==> src/rtl/pulse_gen_arbiter_if.sv <==
// Bundle between requesters, the shared pulse generator and the round-robin arbiter.
// Latency: none, wires only.
// Backpressure: none; req is a level held by each requester until its done strobe.
// Ports (signals):
//   req     : level request per requester        (requester -> arbiter)
//   pg_y    : pulse generator output             (generator -> arbiter)
//   pg_trig : 1-cycle trigger to the generator   (arbiter -> generator)
//   grant   : one-hot current owner, 0 when idle (arbiter -> requesters)
//   owner   : index of current or last owner
//   done    : 1-cycle one-hot completion strobe
//   y_route : pg_y steered to the owner's bit
//   err     : sticky generator timing mismatch flag
interface pulse_gen_arbiter_if #(
  parameter int N_REQ = 4,
  parameter int ID_W  = $clog2(N_REQ)
);
  logic [N_REQ-1:0] req;
  logic             pg_y;
  logic             pg_trig;
  logic [N_REQ-1:0] grant;
  logic [ID_W-1:0]  owner;
  logic [N_REQ-1:0] done;
  logic [N_REQ-1:0] y_route;
  logic             err;

  // master: requesters plus generator side (drives req and pg_y)
  modport master (
    output req,
    output pg_y,
    input  pg_trig,
    input  grant,
    input  owner,
    input  done,
    input  y_route,
    input  err
  );

  // slave: the arbiter itself
  modport slave (
    input  req,
    input  pg_y,
    output pg_trig,
    output grant,
    output owner,
    output done,
    output y_route,
    output err
  );
endinterface

==> src/rtl/pulse_gen_arbiter.sv <==
// Round-robin scheduler sharing one single-shot pulse generator among N_REQ requesters.
// Latency: req seen in IDLE at c -> pg_trig at c+1, done at c+2+HIGH_CYC+GAP_CYC.
// Backpressure: none; requests wait (level held) until IDLE, non-owners ignored meanwhile.
// Ports:
//   clk  : rising-edge clock
//   rstn : asynchronous active-low reset (shared with the generator)
//   bus  : pulse_gen_arbiter_if.slave (req/pg_y in; pg_trig/grant/owner/done/y_route/err out)
module pulse_gen_arbiter #(
  parameter int N_REQ    = 4,
  parameter int HIGH_CYC = 3,
  parameter int GAP_CYC  = 2,
  parameter int ID_W     = $clog2(N_REQ)
) (
  input  logic               clk,
  input  logic               rstn,
  pulse_gen_arbiter_if.slave bus
);

  localparam int MAX_CYC = (HIGH_CYC > GAP_CYC) ? HIGH_CYC : GAP_CYC;
  localparam int CNT_W   = (MAX_CYC > 1) ? $clog2(MAX_CYC) : 1;

  localparam logic [CNT_W-1:0] HIGH_LAST = CNT_W'(HIGH_CYC - 1);
  localparam logic [CNT_W-1:0] GAP_LAST  = CNT_W'(GAP_CYC - 1);
  localparam logic [ID_W-1:0]  LAST_IDX  = ID_W'(N_REQ - 1);

  typedef enum logic [1:0] {
    S_IDLE,
    S_TRIG,
    S_HIGH,
    S_GAP
  } state_e;

  state_e           state_q,   state_d;
  logic [CNT_W-1:0] cnt_q,     cnt_d;
  logic [ID_W-1:0]  rr_ptr_q,  rr_ptr_d;
  logic [ID_W-1:0]  owner_q,   owner_d;
  logic [N_REQ-1:0] grant_q,   grant_d;
  logic [N_REQ-1:0] done_q,    done_d;
  logic             pg_trig_q, pg_trig_d;
  logic             err_q,     err_d;

  logic             win_vld;
  logic [ID_W-1:0]  win_idx;
  logic [ID_W-1:0]  cand_idx;
  int               cand;
  logic [N_REQ-1:0] owner_oh;
  logic             y_mismatch;

  assign owner_oh = N_REQ'(1) << owner_q;

  // Round-robin pick: first asserted req at or above rr_ptr, wrapping past N_REQ-1.
  always_comb begin
    win_vld  = 1'b0;
    win_idx  = '0;
    cand     = 0;
    cand_idx = '0;
    for (int i = 0; i < N_REQ; i++) begin
      cand = int'(rr_ptr_q) + i;
      if (cand >= N_REQ) begin
        cand = cand - N_REQ;
      end
      cand_idx = ID_W'(cand);
      if (!win_vld && bus.req[cand_idx]) begin
        win_vld = 1'b1;
        win_idx = cand_idx;
      end
    end
  end

  // Generator has no busy output, so the FSM mirrors its HIGH/GAP timing; TRIG is only
  // reachable from IDLE, i.e. after a complete HIGH+GAP window, so triggers never overlap.
  always_comb begin
    state_d   = state_q;
    cnt_d     = cnt_q;
    rr_ptr_d  = rr_ptr_q;
    owner_d   = owner_q;
    grant_d   = grant_q;
    done_d    = '0;
    pg_trig_d = 1'b0;
    case (state_q)
      S_IDLE: begin
        if (win_vld) begin
          grant_d   = N_REQ'(1) << win_idx;
          owner_d   = win_idx;
          pg_trig_d = 1'b1;
          state_d   = S_TRIG;
        end
      end
      S_TRIG: begin
        cnt_d   = '0;
        state_d = S_HIGH;
      end
      S_HIGH: begin
        if (cnt_q == HIGH_LAST) begin
          cnt_d   = '0;
          state_d = S_GAP;
        end else begin
          cnt_d = cnt_q + 1'b1;
        end
      end
      S_GAP: begin
        if (cnt_q == GAP_LAST) begin
          cnt_d    = '0;
          grant_d  = '0;
          done_d   = owner_oh;
          rr_ptr_d = (owner_q == LAST_IDX) ? '0 : owner_q + 1'b1;
          state_d  = S_IDLE;
        end else begin
          cnt_d = cnt_q + 1'b1;
        end
      end
      default: begin
        state_d = S_IDLE;
      end
    endcase
  end

  // pg_y must be high exactly while HIGH, low everywhere else.
  assign y_mismatch = (state_q == S_HIGH) ? !bus.pg_y : bus.pg_y;
  assign err_d      = err_q | y_mismatch;

  always_ff @(posedge clk or negedge rstn) begin
    if (!rstn) begin
      state_q   <= S_IDLE;
      cnt_q     <= '0;
      rr_ptr_q  <= '0;
      owner_q   <= '0;
      grant_q   <= '0;
      done_q    <= '0;
      pg_trig_q <= 1'b0;
      err_q     <= 1'b0;
    end else begin
      state_q   <= state_d;
      cnt_q     <= cnt_d;
      rr_ptr_q  <= rr_ptr_d;
      owner_q   <= owner_d;
      grant_q   <= grant_d;
      done_q    <= done_d;
      pg_trig_q <= pg_trig_d;
      err_q     <= err_d;
    end
  end

  assign bus.pg_trig = pg_trig_q;
  assign bus.grant   = grant_q;
  assign bus.owner   = owner_q;
  assign bus.done    = done_q;
  assign bus.err     = err_q;
  assign bus.y_route = grant_q & {N_REQ{bus.pg_y}};

endmodule
==> src/flat_wrapper.sv <==
// flat-port wrapper written by rule: the top's interface ports become plain ports
module pulse_gen_arbiter_flat 
#(
  parameter int N_REQ    = 4,
  parameter int HIGH_CYC = 3,
  parameter int GAP_CYC  = 2,
  parameter int ID_W     = $clog2(N_REQ)
)
  (clk, rstn, bus_req, bus_pg_y, bus_pg_trig, bus_grant, bus_owner, bus_done, bus_y_route, bus_err);
  pulse_gen_arbiter_if #(.N_REQ(N_REQ), .ID_W(ID_W)) bus_i ();
  input  logic clk;
  input  logic rstn;
  input wire logic [$bits(bus_i.req)-1:0] bus_req;
  input wire logic [$bits(bus_i.pg_y)-1:0] bus_pg_y;
  output wire logic [$bits(bus_i.pg_trig)-1:0] bus_pg_trig;
  output wire logic [$bits(bus_i.grant)-1:0] bus_grant;
  output wire logic [$bits(bus_i.owner)-1:0] bus_owner;
  output wire logic [$bits(bus_i.done)-1:0] bus_done;
  output wire logic [$bits(bus_i.y_route)-1:0] bus_y_route;
  output wire logic [$bits(bus_i.err)-1:0] bus_err;
  assign bus_i.req = bus_req;
  assign bus_i.pg_y = bus_pg_y;
  assign bus_pg_trig = bus_i.pg_trig;
  assign bus_grant = bus_i.grant;
  assign bus_owner = bus_i.owner;
  assign bus_done = bus_i.done;
  assign bus_y_route = bus_i.y_route;
  assign bus_err = bus_i.err;
  pulse_gen_arbiter #(.N_REQ(N_REQ), .HIGH_CYC(HIGH_CYC), .GAP_CYC(GAP_CYC), .ID_W(ID_W)) u_core (.clk(clk), .rstn(rstn), .bus(bus_i));
endmodule
==> config.mk <==
export PLATFORM = sky130hd
export DESIGN_NAME = pulse_gen_arbiter_flat
export DESIGN_NICKNAME = d
export VERILOG_FILES = /design/src/rtl/pulse_gen_arbiter_if.sv /design/src/rtl/pulse_gen_arbiter.sv /design/src/flat_wrapper.sv
export SDC_FILE = /design/constraint.sdc
export NUM_CORES = 1
export LEC_CHECK = 0
export CORE_UTILIZATION = 27
export DETAILED_ROUTE_END_ITERATION = 10
export MAX_ROUTING_LAYER = met4
export PLACE_DENSITY = 0.55
export RECOVER_POWER = 50
export REMOVE_ABC_BUFFERS = 1
export SYNTH_ARGS = -nofsm -noshare
export SYNTH_HDL_FRONTEND = slang
export SYNTH_SLANG_ARGS = --single-unit
==> constraint.sdc <==
create_clock -name clk -period 3.04 [get_ports clk]
set_clock_uncertainty 0.2 [all_clocks]
set_input_delay 0.608 -clock clk [delete_from_list [all_inputs] [get_ports clk]]
set_output_delay 0.608 -clock clk [all_outputs]
set_load 0.05 [all_outputs]
# ---- Word level (Yosys, flattened, before mapping)
# Cells that the tools add are included.
dict set report classes {
  add_sub_neg 9
  multipliers 0
  div 0
  magnitude_cmp 8
  n_eq_ne 9
  n_shift 2
  muxes 36
  bitwise 2
  reduce_logical 14
}
# operator count
set ops {}
lappend ops {{2-to-1 mux 2 bit} 14}
lappend ops {{2-to-1 mux 4 bit} 4}
lappend ops {{less-than comparator 2 x 3 -> 1 bit, second input constant} 4}
lappend ops {{2-to-1 mux 1 bit} 11}
lappend ops {{greater-or-equal comparator 3 bit, second input constant} 3}
lappend ops {{binary-select mux 1 bit (select 2 bit)} 4}
lappend ops {{== test 2 bit, second input constant} 4}
lappend ops {{case mux 2 bit (4 select lines)} 1}
lappend ops {{case mux 4 bit (2 select lines)} 1}
lappend ops {{left shift 1 x 2 -> 4 bit, first input constant} 2}
lappend ops {{subtractor 2 x 1 -> 2 bit, second input constant} 4}
lappend ops {{adder 2 x 2 -> 3 bit, second input constant} 2}
lappend ops {{inequality test 2 x 1 -> 1 bit, second input constant} 3}
lappend ops {{case mux 2 bit (3 select lines)} 1}
lappend ops {{AND reduction 3 bit} 2}
lappend ops {{adder 2 x 1 -> 2 bit, second input constant} 2}
lappend ops {{bitwise AND 4 bit} 1}
lappend ops {{== test 2 x 1 -> 1 bit, second input constant} 2}
lappend ops {{logical NOT 1 bit} 4}
lappend ops {{AND reduction 2 bit} 2}
lappend ops {{adder 2 x 1 -> 3 bit, second input constant} 1}
lappend ops {{greater-or-equal comparator 2 x 3 -> 1 bit, second input constant} 1}
lappend ops {{logical AND 1 bit} 3}
lappend ops {{nonzero test 3 bit} 1}
lappend ops {{other kinds (3)} 3}
dict set report totals {
  register_bits 18
  latch_bits 0
  mem_bits_rw 0
  romBits 0
  output_inout_bits 16
  wordCells 88
  memories 0
}

# ---- Logic depth before layout (Yosys ltp)
dict set report depth {
  word_depth 17
  depth_mapped 5
  depth_no_buf 5
}

# ---- Least setup slack after synthesis
# Ideal clock, no wire load.
dict set report synth_path {
  kind {reg2out}
  from {reg u_core.grant_q[0], in the netlist u_core.bus.grant[0]}
  to {out bus_y_route[0]}
  arrival_ns 1.117
  required_time_ns 2.232
  slack_ns 1.115
  path_stages_with_launch 2
  path_buffers 0
  cell_sequence {dfrtp_1 -> and2_1}
}
dict set report synth_between {
  elab_chain_cells 1
}
# element line
set synth_rtl {}
lappend synth_rtl {{start, declared} pulse_gen_arbiter.sv:37} ;# logic [N_REQ-1:0] grant_q, grant_d;
lappend synth_rtl {{start signal, assigned} pulse_gen_arbiter.sv:137} ;# grant_q <= grant_d;
lappend synth_rtl {{bitwise AND 4 bit} pulse_gen_arbiter.sv:149} ;# assign bus.y_route = grant_q & {N_REQ{bus.pg_y}};
lappend synth_rtl {{end, declared} flat_wrapper.sv:19} ;# output wire logic [$bits(bus_i.y_route)-1:0] bus_y_route;
# Every way passes these cells.

# ---- Worst setup path after layout
dict set report layout_path {
  from {reg u_core.owner_q[0], in the netlist u_core.bus.owner[0]}
  to {out bus_owner[0]}
}
# element line
set layout_lines {}
lappend layout_lines {{start, declared} pulse_gen_arbiter.sv:36} ;# logic [ID_W-1:0] owner_q, owner_d;
lappend layout_lines {{start signal, assigned} pulse_gen_arbiter.sv:136} ;# owner_q <= owner_d;
lappend layout_lines {{end, declared} flat_wrapper.sv:17} ;# output wire logic [$bits(bus_i.owner)-1:0] bus_owner;
# No word-level cell between the ends.

==> metrics.md <==
| Metric | Value |
|---|---|
| Clk sinks | `18` |
| WL per Instance | `between 10 and 15 um` |
| Total chip power | `1.27 mW` |
| Hold endpoint | `u_core.bus.err$_DFF_PN0_` |
| Shortest period the worst path allows | `2.39 ns` |
| Ys async rst share | `1.00` |
| Final nets | `133` |
| Dpl hpwl | `1430 um` |
| Critical path, cell by cell | `clkdlybuf4s50_1` |
| CTS Buffer Depth | `2` |
| Row cnt | `21` |
| Worst-path clk slew | `about 0.1 ns` |
| Sequential cell area fraction in the yosys report | `0.476` |
| # fillers | `339` |
| # DRC | `0` |
| CORE AREA | `approximately 3300 um2` |
| DR vias | `739` |
| Max-slew headroom | `0.456` |
| Reg2reg start | `u_core.state_q[1]$_DFFE_PN0P_` |
| Leading area contributor after synthesis | `dfrtp_1` |
| Number of global-route vias before repair | `715` |
| CP required | `2.23 ns` |
| Largest net degree at the start of global routing | `19` |
| Met3 Track Usage GR | `0.0441` |
| Inserted Clock Buffers | `3` |
| Area growth, synth to finish | `31.7%` |
| Syn Inst Count | `92` |
| Initial antenna violation count | `0` |
| R2R cell count | `3` |
| Number of enable flip-flop cells after synthesis | `0` |
| RSZ-0062 raised after global routing | `no` |
| First-pass GRT wire length | `3140 um` |
| Final ANT Viol Nets | `0` |
| Clk_lat worst skew | `0.29 ns` |
| Busiest layer in global routing | `met2` |
| Hold Crit Depth | `1` |
| Hold_sp | `u_core.bus.err$_DFF_PN0_` |
| Synth Register Bits | `18` |
| Area of the multi-input gates | `between 400 and 500 um2` |
| Chip Width | `61.2 um` |
| Gr usage total | `0.120` |
| CP Launch Type | `register` |
| Max cap viols | `0` |
| Die area | `3740 um2` |
| Setup repair bufs after CTS | `0` |
| Antenna cells | `0` |
| Met2 usage | `0.197` |
| Worst Max-Slew Pin Slew | `about 0.81 ns` |
| Pins Over Slew Limit | `0` |
| Arrival time at the worst endpoint | `approximately 1.6 ns` |
| Grt total ovfl | `0` |
| Post-cts resize count | `0` |
| Yosys cell types | `27` |
| Mean Syn Cell Area | `between 10 and 15 um2` |
| Setup violations, final | `0` |
| Top cell type's share of synthesized area | `0.476` |
| Root buf cell | `clkbuf_4` |
| Peak Freq | `0.418 GHz` |
| Slowest cell on crit path | `clkdlybuf4s50_1` |
| Share of layout cells above drive strength 1 | `0.120` |
| Gpl congestion | `around 0.73` |
| CP max FO | `6` |
| CTS tree | `done` |
| Top FF cell, synth | `dfrtp_1` |
| Die H | `61.2 um` |
| Status | `complete, no violations` |
| Drt pass-1 iters | `3` |
| Synthesized area | `roughly 950 um2` |
| H-tree Lvls | `1` |
| Initial DRC count | `20` |
| Synth area leaders | `dfrtp_1 (48%), ha_1 (11%), mux2_2 (4.8%), a21oi_1 (3.7%), and2_1 (3.3%)` |
| Met1 Track Usage GR | `0.138` |
| Routed WL | `1820 um` |
| Worst min path class | `reg -> reg` |
| Maximum vdd drop | `between 0.0004 and 0.0005 V` |
| Yosys warning count | `0` |
| Port bufs | `22` |
| Cell area power density | `1020 nW/um2` |
| Final hold vios | `0` |
| Tcrit/Tclk final | `0.786` |
| Hold_buf cts | `0` |
| Worst path max stage delay | `roughly 0.84 ns` |
| Buffers & Inverters on Critical Path | `1` |
| Initial Utilization | `0.283` |
| Setup Crit Path Kind | `reg -> out` |
| Leakage | `roughly 0.57 nW` |
| I/O pin count | `23` |
| R2R Setup Slk | `~1.1 ns` |
| Register area | `roughly 450 um2` |
| Delay-heaviest family, CP | `buffers and inverters` |
| Setup total negative slack | `0 ns` |
| Vias per cell | `roughly 4.5` |
| Worst Setup End Kind | `output pin` |
| Reg2Reg Capture Point | `u_core.bus.grant[3]$_DFFE_PN0P_` |
## synthesized netlist by cell type (2+ instances only)
| cell | instances |
|---|---|
| nor3_1 | 2 |
| and3_1 | 4 |
| mux2_2 | 4 |
| nand2_1 | 7 |
| inv_1 | 7 |
| nand2b_1 | 5 |
| o41ai_1 | 2 |
| o31ai_1 | 2 |
| nor2_1 | 5 |
| o21ai_0 | 3 |
| a21oi_1 | 7 |
| dfrtp_1 | 18 |
| ha_1 | 8 |
| and2_1 | 5 |
## state kept, by name, indices dropped and copies added, names as in the netlist
register            flops
u_core.bus.owner        2
u_core.bus.pg_trig      1
u_core.cnt_q            2
u_core.state_q          2
u_core.bus.grant        4
u_core.bus.done         4
u_core.bus.err          1
u_core.rr_ptr_q         2
## placed cells by master, fill, tap and decap left out, types with 5 or more instances in the layout
master | synthesis | routed
nor2_1 | 5 | 5
inv_1 | 7 | 7
clkdlybuf4s50_1 | 0 | 17
a21oi_1 | 7 | 7
nand2_1 | 7 | 7
ha_1 | 8 | 8
dfrtp_1 | 18 | 18
nand2b_1 | 5 | 5
## area by class of cell
class | count | share of cell area
clock buffer | 4 | 0.0291
inverter | 8 | 0.0241
timing repair buffer | 22 | 0.169
tap | 46 | 0.0462
multi-input combinational | 65 | 0.370
sequential | 18 | 0.361
## worst reg2reg max path, stage by stage, from the launching register on
cell     delay [ns]
dfrtp_1        0.43
ha_1           0.35
or4_4          0.59
o31ai_1        0.27
## where the power goes
group | internal, mW | total [mW] | leakage [nW] | switching (mW)
sequential | 0.323 | 0.401 | 0.228 | 0.0779
combinational | 0.280 | 0.721 | 0.325 | 0.441
clock | 0.0730 | 0.145 | 0.0210 | 0.0725
## layer usage
layer  routed length [um]  vias to the layer above
li1                     -                      371
met1                  852                      352
met2                  871                       14
met3                   73                        2
met4                   19                        0
met5                    0                        -
## through the flow
step	cell area, um2	worst slack (ns)	hold slack (ns)	instances	utilization
5_1_grt	1250	0.566	0.306	163	0.373
3_3_place_gp	1210	0.635	0.248	159	0.363
6_report	1250	0.649	0.275	163	0.373
2_1_floorplan	942	1.12	0.112	91	-
4_1_cts	1250	0.623	0.283	163	0.373
3_5_place_dp	1210	0.596	0.255	159	0.363
## cell families (layout without fill, tap and decap cells)
kind of cell               count (synthesis)  after routing  synth area share
xor gates and xnor gates                   1              1           0.00926
buffers and inverters                      9             34            0.0357
AOI/OAI and AO/OA                         20             20             0.138
and+or+nand+nor                           31             31             0.177
muxes                                      5              5            0.0582
DFF                                       18             18             0.476
adders and majority gates                  8              8             0.106
## how the worst max path moves through the flow
stage,from,end,slack (ns),cells past startpoint
after floorplan,u_core.bus.grant[0]$_DFFE_PN0P_,bus_y_route[0],1.12,1
after global placement,bus_req[0],u_core.state_q[1]$_DFFE_PN0P_,0.64,5
after detailed placement,bus_req[0],u_core.state_q[1]$_DFFE_PN0P_,0.60,5
after CTS,u_core.bus.owner[0]$_DFFE_PN0P_,bus_owner[0],0.62,1
after global routing,u_core.bus.owner[0]$_DFFE_PN0P_,bus_owner[0],0.57,1
final,u_core.bus.owner[0]$_DFFE_PN0P_,bus_owner[0],0.65,1
(Power assumes the default switching activity.)
